### src/rtl/coef_cal_seq.sv
// Frame-synchronous scaler coefficient calculator: snapshots crop/output config on vsync rise,
// checks config and pixel rate, then derives rounded, saturated kX/kY with one shared restoring divider.
module coef_cal_seq #(
  parameter int     IN_RES_W   = 11,
  parameter int     OUT_RES_W  = 11,
  parameter int     FRAC_BITS  = 6,
  parameter int     SCALE_BITS = 8,
  parameter int     FRAME_RATE = 100,
  parameter longint RATE_LIMIT = 133693440
) (
  input  logic                  clk,
  input  logic                  rst,
  input  logic                  en,
  input  logic                  iVsyn,
  input  logic [IN_RES_W-1:0]   xBgn,
  input  logic [IN_RES_W-1:0]   xEnd,
  input  logic [IN_RES_W-1:0]   yBgn,
  input  logic [IN_RES_W-1:0]   yEnd,
  input  logic [IN_RES_W-1:0]   inXRes,
  input  logic [IN_RES_W-1:0]   inYRes,
  input  logic [OUT_RES_W-1:0]  outXRes,
  input  logic [OUT_RES_W-1:0]  outYRes,
  output logic [SCALE_BITS-1:0] kX,
  output logic [SCALE_BITS-1:0] kY,
  output logic                  kValid,
  output logic                  busy,
  output logic                  inEn,
  output logic                  cfgErr,
  output logic                  rateErr,
  output logic                  satX,
  output logic                  satY
);

  localparam int QW = IN_RES_W + FRAC_BITS;
  localparam int DW = OUT_RES_W + 1;
  localparam int PW = 2 * (OUT_RES_W + 1) + 7;
  localparam int CW = $clog2(QW + 1);
  localparam logic [SCALE_BITS-1:0] K_MAX = {SCALE_BITS{1'b1}};

  typedef enum logic [2:0] {
    S_IDLE, S_CHECK, S_DIVX, S_DIVY, S_DONE, S_ERR
  } state_t;

  state_t state, state_nxt;

  logic                 vs_d;
  logic                 start;
  logic [IN_RES_W-1:0]  sh_xbgn, sh_xend, sh_ybgn, sh_yend, sh_inx, sh_iny;
  logic [OUT_RES_W-1:0] sh_outx, sh_outy;

  logic [QW-1:0]         acc;
  logic [DW-1:0]         rem, dvs;
  logic                  ovf;
  logic [CW-1:0]         cnt;
  logic                  last;
  logic [SCALE_BITS-1:0] kx_res, ky_res;
  logic                  satx_res, saty_res;

  assign busy  = (state != S_IDLE);
  assign start = iVsyn & ~vs_d & en & ~busy;
  assign last  = (cnt == CW'(QW - 1));

  logic            cfg_bad, rate_bad;
  logic [DW-1:0]   dvs_x, dvs_y;
  logic [PW-1:0]   rate_prod;
  logic [IN_RES_W:0] span_x, span_y;
  logic [QW:0]     dvd_x, dvd_y;

  assign cfg_bad   = (sh_xend < sh_xbgn) | (sh_yend < sh_ybgn) |
                     (sh_xend > sh_inx)  | (sh_yend > sh_iny);
  assign dvs_x     = {1'b0, sh_outx} + DW'(1);
  assign dvs_y     = {1'b0, sh_outy} + DW'(1);
  assign rate_prod = PW'(dvs_x) * PW'(dvs_y) * PW'(FRAME_RATE);
  assign rate_bad  = 64'(rate_prod) > 64'(RATE_LIMIT);
  assign span_x    = {1'b0, sh_xend} - {1'b0, sh_xbgn} + (IN_RES_W+1)'(1);
  assign span_y    = {1'b0, sh_yend} - {1'b0, sh_ybgn} + (IN_RES_W+1)'(1);
  assign dvd_x     = {span_x, {FRAC_BITS{1'b0}}};
  assign dvd_y     = {span_y, {FRAC_BITS{1'b0}}};

  // One restoring step: dividend bits leave acc at the top, quotient bits enter at the bottom.
  logic [DW:0]   rem_sh;
  logic          take;
  logic [DW-1:0] rem_n;
  logic [QW-1:0] acc_n;

  assign rem_sh = {rem, acc[QW-1]};
  assign take   = rem_sh >= {1'b0, dvs};
  assign rem_n  = take ? (rem_sh[DW-1:0] - dvs) : rem_sh[DW-1:0];
  assign acc_n  = {acc[QW-2:0], take};

  logic [DW:0]           rem2;
  logic                  rnd_up;
  logic [QW:0]           q_rnd;
  logic                  sat_n;
  logic [SCALE_BITS-1:0] k_n;

  assign rem2   = {rem_n, 1'b0};
  assign rnd_up = rem2 >= {1'b0, dvs};
  assign q_rnd  = {1'b0, acc_n} + (QW+1)'(rnd_up);
  assign sat_n  = ovf | (q_rnd > (QW+1)'(K_MAX));
  assign k_n    = sat_n ? K_MAX :
                  (q_rnd == '0) ? SCALE_BITS'(1) : q_rnd[SCALE_BITS-1:0];

  always_ff @(posedge clk or posedge rst) begin
    if (rst) state <= S_IDLE;
    else     state <= state_nxt;
  end

  always_comb begin
    state_nxt = state;
    case (state)
      S_IDLE:  if (start) state_nxt = S_CHECK;
      S_CHECK: state_nxt = (cfg_bad | rate_bad) ? S_ERR : S_DIVX;
      S_DIVX:  if (last) state_nxt = S_DIVY;
      S_DIVY:  if (last) state_nxt = S_DONE;
      S_DONE:  state_nxt = S_IDLE;
      S_ERR:   state_nxt = S_IDLE;
      default: state_nxt = S_IDLE;
    endcase
  end

  always_ff @(posedge clk or posedge rst) begin
    if (rst) begin
      vs_d     <= 1'b0;
      sh_xbgn  <= '0; sh_xend <= '0; sh_ybgn <= '0; sh_yend <= '0;
      sh_inx   <= '0; sh_iny  <= '0; sh_outx <= '0; sh_outy <= '0;
      acc      <= '0; rem <= '0; dvs <= '0; ovf <= 1'b0; cnt <= '0;
      kx_res   <= SCALE_BITS'(1); ky_res <= SCALE_BITS'(1);
      satx_res <= 1'b0; saty_res <= 1'b0;
      kX       <= SCALE_BITS'(1); kY <= SCALE_BITS'(1);
      kValid   <= 1'b0; inEn <= 1'b0;
      cfgErr   <= 1'b0; rateErr <= 1'b0; satX <= 1'b0; satY <= 1'b0;
    end else begin
      vs_d   <= iVsyn;
      kValid <= 1'b0;
      if (start) begin
        sh_xbgn <= xBgn;   sh_xend <= xEnd;   sh_ybgn <= yBgn;   sh_yend <= yEnd;
        sh_inx  <= inXRes; sh_iny  <= inYRes; sh_outx <= outXRes; sh_outy <= outYRes;
      end
      case (state)
        S_CHECK: begin
          if (!(cfg_bad | rate_bad)) begin
            cfgErr <= 1'b0; rateErr <= 1'b0; satX <= 1'b0; satY <= 1'b0;
            acc <= dvd_x[QW-1:0];
            rem <= DW'(dvd_x[QW]);
            dvs <= dvs_x;
            // Only a full-width span over divisor 1 can start with rem >= divisor.
            ovf <= dvd_x[QW] & (dvs_x == DW'(1));
            cnt <= '0;
          end
        end
        S_DIVX: begin
          if (last) begin
            kx_res   <= k_n;
            satx_res <= sat_n;
            acc <= dvd_y[QW-1:0];
            rem <= DW'(dvd_y[QW]);
            dvs <= dvs_y;
            ovf <= dvd_y[QW] & (dvs_y == DW'(1));
            cnt <= '0;
          end else begin
            acc <= acc_n; rem <= rem_n; cnt <= cnt + CW'(1);
          end
        end
        S_DIVY: begin
          if (last) begin
            ky_res   <= k_n;
            saty_res <= sat_n;
          end else begin
            acc <= acc_n; rem <= rem_n; cnt <= cnt + CW'(1);
          end
        end
        S_DONE: begin
          kX     <= kx_res;
          kY     <= ky_res;
          satX   <= satx_res;
          satY   <= saty_res;
          kValid <= 1'b1;
        end
        S_ERR: begin
          cfgErr  <= cfg_bad;
          rateErr <= rate_bad;
          satX    <= 1'b0;
          satY    <= 1'b0;
        end
        default: ;
      endcase
      if (!en)                 inEn <= 1'b0;
      else if (state == S_DONE) inEn <= 1'b1;
      else if (state == S_ERR)  inEn <= 1'b0;
    end
  end

endmodule

### config.mk
export PLATFORM = sky130hd
export DESIGN_NAME = coef_cal_seq
export DESIGN_NICKNAME = d
export VERILOG_FILES = /design/src/rtl/coef_cal_seq.sv
export SDC_FILE = /design/constraint.sdc
export NUM_CORES = 1
export LEC_CHECK = 0
export ABC_AREA = 1
export ABC_CLOCK_PERIOD_IN_PS = 8400
export BUFFER_PORTS_ARGS = -buffer_cell sky130_fd_sc_hd__buf_4
export CAP_MARGIN = 20
export CORE_ASPECT_RATIO = 1.2
export CORE_UTILIZATION = 45
export CTS_BUF_LIST = sky130_fd_sc_hd__clkbuf_8
export DETAILED_ROUTE_END_ITERATION = 12
export PLACE_DENSITY = 0.67
export SYNTH_ARGS = -nofsm -noshare
export SYNTH_HDL_FRONTEND = slang
export SYNTH_SLANG_ARGS = --single-unit
export TNS_END_PERCENT = 30
### constraint.sdc
create_clock -name clk -period 8.4 [get_ports clk]
set_clock_uncertainty 0.1 [all_clocks]
set_input_delay 1.68 -clock clk [delete_from_list [all_inputs] [get_ports clk]]
set_output_delay 1.68 -clock clk [all_outputs]
set_load 0.02 [all_outputs]
* Word-level counts from Yosys, hierarchy flattened *
Cells that the tools add are included.

operators by class
  multiplexer cells = 35
  bitwise gates (word level) = 12
  shifts and indexed selects = 0
  $lt $le $gt $ge = 8
  div/mod/pow operators = 0
  add/subtract/negate cells = 9
  reduce and logical (&&, ||, !) cells = 14
  multiply operators = 2
  equal/unequal tests = 14

operators with widths
  operator                                               count
  2-to-1 mux 12 bit                                      6
  2-to-1 mux 17 bit                                      3
  case mux 17 bit (3 select lines)                       1
  case mux 12 bit (3 select lines)                       1
  > comparator 31 x 27 -> 1 bit (second input constant)  1
  multiplier 24 x 5 -> 29 bit (second input constant)    1
  >= comparator 13 x 12 -> 1 bit                         2
  adder 11 x 1 -> 12 bit (second input constant)         2
  adder 12 x 1 -> 12 bit (second input constant)         2
  == test 12 x 1 -> 1 bit (second input constant)        2
  multiplier 12 x 12 -> 24 bit                           1
  case mux 12 bit (2 select lines)                       1
  subtractor 11 x 11 -> 12 bit                           2
  > comparator 11 bit                                    2
  less-than comparator 11 bit                            2
  adder 17 x 1 -> 18 bit                                 1
  > comparator 18 x 8 -> 1 bit (second input constant)   1
  zero test 18 bit                                       1
  2-to-1 mux 8 bit                                       2
  2-to-1 mux 5 bit                                       3
  case mux 5 bit (3 select lines)                        1
  2-to-1 mux 3 bit                                       4
  case mux 3 bit (4 select lines)                        1
  subtractor 12 bit                                      1
  other kinds (18)                                       50

word-level totals
  bits in latches = 0
  register bits = 179
  memories = 0
  word-level logic and storage cells = 121
  RAM bits = 0
  memory bits (read-only) = 0
  input port bits = 92

* Longest topological paths before layout *
Gate-level depths: netlist (run 1).

  depth in word-level cells = 7
  gate-level depth with buffers = 52

* Worst setup path after synthesis (run 1) *
Ideal clock, no wire load.

  path type = reg2reg
  start = register sh_outy[0]
  end = register acc[8]
  required time = 8177 ps
  path buffers = 1
  arrival time = 8942 ps
  period minus slack after synthesis = 9165 ps
  library setup time = 123 ps
  cell stages (with the launch flop) = 47
  path slack = -765 ps
  cell sequence = dfrtp_1 ha_1 nand2_1 nor2_1 nand4_1 or2_1 nor2_1 xor2_1 inv_1 nor2_1 fa_1 fa_1 fa_1 fa_1 inv_1 fa_1 inv_1 ha_1 [... 11 more ...] inv_1 fa_1 inv_1 ha_1 nand2_1 inv_1 nand2_1 nor3_1 nand3_1 nand4_1 nand4_1 nor2_4 nand3_2 nand2_4 nand2_8 buf_6 nand2_1 o21ai_2

between the ends
  longest elaborated chain between the ends = 7

ends and longest elaborated chain
  what                                    line  RTL
  start: declaration                      49    logic [OUT_RES_W-1:0] sh_outx, sh_outy;
  start signal: assignment                138   sh_inx <= inXRes; sh_iny <= inYRes; sh_outx <= outXRes; sh_outy <= outYRes;
  adder 11 x 1 -> 12 bit                  72    assign dvs_y = {1'b0, sh_outy} + DW'(1);
  multiplier 12 x 12 -> 24 bit            73    assign rate_prod = PW'(dvs_x) * PW'(dvs_y) * PW'(FRAME_RATE);
  multiplier 24 x 5 -> 29 bit             73
  > comparator 31 x 27 -> 1 bit           74    assign rate_bad = 64'(rate_prod) > 64'(RATE_LIMIT);
  OR 1 bit                                142   if (!(cfg_bad | rate_bad)) begin
  inequality test 2 bit (no source line)  --
  AND reduction 3 bit (no source line)    --
  end signal: assignment                  144   acc <= dvd_x[QW-1:0];
  end signal: assignment                  156   acc <= dvd_y[QW-1:0];
  end signal: assignment                  162   acc <= acc_n; rem <= rem_n; cnt <= cnt + CW'(1);
  end: declaration                        51    logic [QW-1:0] acc;

No other way between the ends.
A chain may end at the register's enable or synchronous reset.

* Final worst setup path (run 1) *
  start = register sh_outy[1]
  end = register dvs[0]

between the ends
  longest elaborated chain between the ends = 7

ends and longest elaborated chain
  what                                    line  RTL
  adder 11 x 1 -> 12 bit                  72
  multiplier 12 x 12 -> 24 bit            73
  multiplier 24 x 5 -> 29 bit             73
  > comparator 31 x 27 -> 1 bit           74
  OR 1 bit                                142
  inequality test 2 bit (no source line)  --
  AND reduction 3 bit (no source line)    --
  end signal: assignment                  146   dvs <= dvs_x;
  end signal: assignment                  158   dvs <= dvs_y;
  end: declaration                        52    logic [DW-1:0] rem, dvs;

No other way between the ends.

==> results of run 1 <==
## cell families (layout without fill, tap and decap cells)
family                     count (synthesis)  count (layout)  share of synthesized area (%)
muxes                                     14              14                          0.835
xor gates and xnor gates                  52              52                           2.41
DFF                                      179             179                           23.7
AOI/OAI and AO/OA                        340             340                           10.2
and+or+nand+nor                         1008            1011                           22.6
adders and majority gates                365             365                           29.3
buffers and inverters                    529             881                           10.9
## critical path: cells and delay by family, from the launching register on
kind,cells,cell delay [ps]
DFF,1,410
AOI/OAI and AO/OA,5,750
xor gates and xnor gates,2,400
and+or+nand+nor,22,2530
adders and majority gates,11,4190
buffers and inverters,7,530
## registers in the layout (all words and copies together), names as in the netlist, 8 cells and up
register / count
rem: 12
kX: 8
acc: 17
sh_outy: 11
sh_yend: 11
sh_xend: 11
sh_iny: 11
sh_xbgn: 11
dvs: 12
kY: 8
ky_res: 8
sh_ybgn: 11
kx_res: 8
sh_outx: 11
sh_inx: 11
## synth_stat cells (all sizes together)
cell type / instances / share of area [%]
clkbuf: 35 / 0.70
and2: 2 / 0.066
inv: 478 / 9.5
a211o: 1 / 0.046
o21bai: 10 / 0.40
o31ai: 2 / 0.079
a21o: 3 / 0.12
a21oi: 154 / 4.1
o221ai: 2 / 0.093
nand3: 94 / 2.6
a221oi: 2 / 0.093
and3: 3 / 0.099
nor2: 236 / 4.8
or2: 10 / 0.33
dfstp: 4 / 0.56
clkinv: 2 / 0.040
o211ai: 8 / 0.32
nand4: 31 / 1.1
ha: 235 / 16
nor3: 21 / 0.58
xor2: 39 / 1.8
o2111ai: 4 / 0.19
xnor2: 13 / 0.60
o21ai: 140 / 4.2
mux2: 14 / 0.83
a31oi: 7 / 0.23
fa: 130 / 14
o22ai: 2 / 0.066
nand3b: 12 / 0.48
buf: 14 / 0.64
nand2: 589 / 12
dfrtp: 175 / 23
nor4: 10 / 0.36
a211oi: 3 / 0.12
a21boi: 2 / 0.079
## per-stage QoR
stage          hold slack, ps  area [sq um]
2_1_floorplan             342         19100
3_3_place_gp              360         22000
3_5_place_dp              368         22000
4_1_cts                   394         23000
5_1_grt                   413         23400
6_report                  388         23400
## worst paths after layout
kind	cells after the start	slack (ps)	to	start
worst max-delay path	47	-640	dvs[0]	sh_outy[1]
worst min-delay path	2	390	satX	satx_res
worst max register to register	47	-640	dvs[0]	sh_outy[1]
worst min register to register	2	390	satX	satx_res
max in group asynchronous	3	5860	sh_outx[8]	rst
min in group asynchronous	2	1090	sh_ybgn[1]	rst
## cells in the final DEF (no fill, tap or decap), drive strengths merged, types with 31 or more instances in the layout
master	count
nand2	592
inv	484
buf	369
nor2	236
ha	235
dfrtp	175
a21oi	154
o21ai	140
fa	130
nand3	94
xor2	39
nand4	31
## metal layers
layer / part of all wire (%) / routed length (um)
met4: 2.4 / 1210
met3: 2.9 / 1460
met5: 0 / 0
met2: 48 / 24200
met1: 46 / 23200
## final cells by class
type,instances,area share (%)
clock inverter,14,0.701
sequential,179,19.2
clock buffer,18,1.06
multi-input combinational,1782,56.0
inverter,480,7.78
timing repair buffer,369,12.4
tap,539,2.89
## repair_timing
action / 4_1_cts / 5_1_grt
resized for setup: 64 / 58
pin swaps: 59 / 48
setup endpoints to repair: 54 / 54
buffers inserted: 23 / 16
gates cloned: 5 / 0
==> metrics.yaml, run 1 <==
grt_first_pass_wirelength_um: 83400
vias_per_cell: 5.05
dpl.cell_count: 3303
ctsRootBufferMaster: "clkbuf_8"
nFillCells: 3785
slowest_delay_ps: 570
cts_max_level: 4
antenna_found_initial: 0
violations: "negative setup slack"
io_buffers: 114
cpMostUsedCell: "fa_1"
start_util_pct: 46.0
vias: 17100
outcome: "finished, violations left"
setup_slack_ps: -644
worst_ep_required_time_ps: 8680
ctsHoldBuffers: 0
worst_pin_slew_ps: 1010
syn-num-nets: 2944
cp-end-kind: "flip-flop"
yosys.cell_types.count: 51
yosysSeqAreaShare_pct: 23.7
place_hpwl_um: 41100
hold_class: "reg -> reg"
diodes: 0
path_clk_slew_ps: 100
avgSynthCellArea_sq_um: 7.60
num_io_pins: 115
setup_violations: 54
syn_area_sq_mm: 0.0189
first_pass_iters: 6
grt_use_total_pct: 24.1
ys_ff_latch: 179
clock_path_buffers: 2
crit_type: "reg -> reg"
place_ws_ps: -808
fp.dieW_um: 189
layout.cells.non_filler: 3381
crit_slowest_cell: "fa_2"
fin_nets: 3286
busiest_layer: "met2"
dieArea_sq_mm: 0.0428
finalSetupTns_ps: -32160
final_core_util_pct: 56.9
grt_pass1_vias: 17300
antenna_left: 0
die-height_um: 226
grt_overflow: 0
fin_crit_sh_pct: 108
cts_tree: "done"
rows: 81
routabilityCongestion: 0.958
grt_max_degree: 117
startpoint_type: "flip-flop"
multiInputGateArea_sq_mm: 0.0131
finalHoldViolations: 0
period_minus_slack_ps: 9040
met1_usage_pct: 32.5
worst_slew_margin_rel_pct: 32.7
cp_data_arrival_time_ps: 9330
yosysWarnings: 0
synth_cells: 2487
wire_per_inst_um: 14.8
totalWireLength_um: 50100
grt_use_met2_pct: 41.0
maxCapViolCount: 0
maxSlewViolCount: 0
regArea_sq_mm: 0.00448
cts.sinks: 179
core_sq_mm: 0.0410
drive_gt1_share_pct: 22.2
critPathMaxFanout: 8
cts_buffers: 17
grt_util_met3_pct: 2.40
syn_to_final_growth_pct: 23.7
fmax_mhz: 111
drc: 0
dr.first_iter.drc_count: 863
clkLatencyLatePin_ps: 490
rsz0062_at_grt: "true"
Power of run 1 is left out: the tool's default activity adds up to more than one toggle a clock period on the data nets, which glitch-free logic cannot reach.
==> run 2, diff against run 1 <==
RECOVER_POWER = 25   (was default)
==> metrics.yaml, run 2 (synthesized netlist as in run 1, its figures left out) <==
violations: "max-capacitance violations, max-slew violations, negative setup slack"  # was negative setup slack
regMostFlops: "acc"  # unchanged
crit_slowest_cell: "fa_2"  # unchanged
wire_per_inst_um: 14.8  # about the same
cp_data_arrival_time_ps: 9320  # was 9330 ps
dpl_cell_area_sq_mm: 0.0220  # unchanged
startpoint_type: "flip-flop"  # unchanged
vias_per_cell: 5.04  # was 5.05
multiInputGateArea_sq_mm: 0.0131  # unchanged
grt_pass1_vias: 17300  # unchanged
place_hpwl_um: 41100  # unchanged
cp-end-kind: "flip-flop"  # unchanged
fin_crit_sh_pct: 108  # about the same
dieArea_sq_mm: 0.0428  # unchanged
antenna_found_initial: 0  # unchanged
drc: 0  # unchanged
routabilityCongestion: 0.958  # unchanged
drive_gt1_share_pct: 22.2  # about the same
cts_max_level: 4  # unchanged
worst_slew_margin_rel_pct: -105  # was 32.7%
worst_ep_required_time_ps: 8680  # about the same
worst_pin_slew_ps: 3080  # was 1010 ps
final_cell_mix: "530 x nand2_1, 452 x inv_1, 354 x buf_4"  # was 530 x nand2_1, 452 x inv_1, 357 x buf_4
nFillCells: 3789  # was 3785
regArea_sq_mm: 0.00448  # unchanged
dr_wl_met3_um: 1620  # was 1460 um
io_buffers: 114  # unchanged
diodes: 0  # unchanged
drt-met1-wl_um: 23000  # was 23200 um
critPathMaxFanout: 8  # unchanged
largest_reg_flops: 17  # unchanged
cts_buffers: 17  # unchanged
clkLatencyLatePin_ps: 490  # about the same
start_util_pct: 46.0  # unchanged
antenna_left: 0  # unchanged
setup_violations: 54  # unchanged
vias: 17000  # was 17100
slowest_delay_ps: 570  # about the same
grt_overflow: 0  # unchanged
fp.dieW_um: 189  # unchanged
fmax_mhz: 111  # about the same
setup_slack_ps: -639  # was -644 ps
hold_class: "reg -> reg"  # unchanged
final_common_cell: "nand2_1"  # unchanged
clock_path_buffers: 2  # unchanged
largestRegisters: "acc x17, dvs x12, rem x12"  # unchanged
path_clk_slew_ps: 100  # about the same
grt_first_pass_wirelength_um: 83400  # unchanged
maxSlewViolCount: 119  # was 0
period_minus_slack_ps: 9040  # about the same
worst_hold_slack_ps: 392  # was 388 ps
crit_type: "reg -> reg"  # unchanged
rsz0062_at_grt: "true"  # unchanged
core_sq_mm: 0.0410  # unchanged
layout.cells.non_filler: 3381  # unchanged
outcome: "finished, violations left"  # unchanged
maxCapViolCount: 2  # was 0
rows: 81  # unchanged
first_pass_iters: 6  # unchanged
finalHoldViolations: 0  # unchanged
num_io_pins: 115  # unchanged
totalWireLength_um: 50000  # was 50100 um
ctsRootBufferMaster: "clkbuf_8"  # unchanged
grt_max_degree: 117  # unchanged
dr.first_iter.drc_count: 845  # was 863
grt_use_total_pct: 24.1  # unchanged
top_layer: "met4"  # unchanged
post-route-cell-area_sq_mm: 0.0233  # was 0.0234 sq mm
wl_met2_um: 24200  # about the same
cts_tree: "done"  # unchanged
cts.sinks: 179  # unchanged
fin_nets: 3286  # unchanged
cpMostUsedCell: "fa_1"  # unchanged
ctsHoldBuffers: 0  # unchanged
syn_to_final_growth_pct: 23.6  # was 23.7%
dpl.cell_count: 3303  # unchanged
die-height_um: 226  # unchanged
==> run 2: worst max-delay path, delay by kind of cell (launching register included) <==
family | cells | cell delay (ps)
simple gates | 22 | 2530
flops | 1 | 410
compound gates | 5 | 740
xor+xnor | 2 | 400
buf+inv | 7 | 530
fa+ha+maj | 11 | 4190
==> run 2: layer usage <==
| metal | global-route usage, % | up-vias |
|---|---|---|
| met5 | 0 | - |
| met4 | 6.66 | 0 |
| met1 | 32.5 | 8142 |
| li1 | - | 8509 |
| met2 | 41.0 | 315 |
| met3 | 2.40 | 69 |
==> run 2: layout make-up <==
| class | count | area share [%] |
|---|---|---|
| sequential | 179 | 19.2 |
| multi-input combinational | 1782 | 56.0 |
| timing repair buffer | 369 | 12.3 |
| inverter | 480 | 7.77 |
| clock buffer | 18 | 1.06 |
| clock inverter | 14 | 0.702 |
| tap | 539 | 2.89 |
==> run 2: path summary, 6_finish.rpt <==
check | startpoint | endpoint | depth (start not counted) | slack [ps]
hold reg to reg | saty_res | satY | 2 | 390
setup / recovery | sh_outy[1] | dvs[0] | 47 | -640
max in group asynchronous | rst | rem[4] | 3 | 2760
min in group asynchronous | rst | sh_ybgn[1] | 2 | 1740
setup reg to reg | sh_outy[1] | dvs[0] | 47 | -640
hold / removal | saty_res | satY | 2 | 390
==> run 2: timing repair <==
item / CTS / global route
gates cloned: 5 / 0
pin swaps: 59 / 48
gates resized for setup: 64 / 58
setup endpoints to repair: 54 / 54
setup buffers: 23 / 16
==> run 2: per-stage QoR <==
stage / TNS [ps] / util, % / setup WS (ps)
after floorplan: -5540 / - / -136
after global placement: -29230 / 53.6 / -605
after detailed placement: -40040 / 53.6 / -808
after CTS: -26440 / 56.0 / -524
after global routing: -58290 / 56.9 / -1120
final: -31920 / 56.9 / -639
Power of run 2 is left out for the same reason.
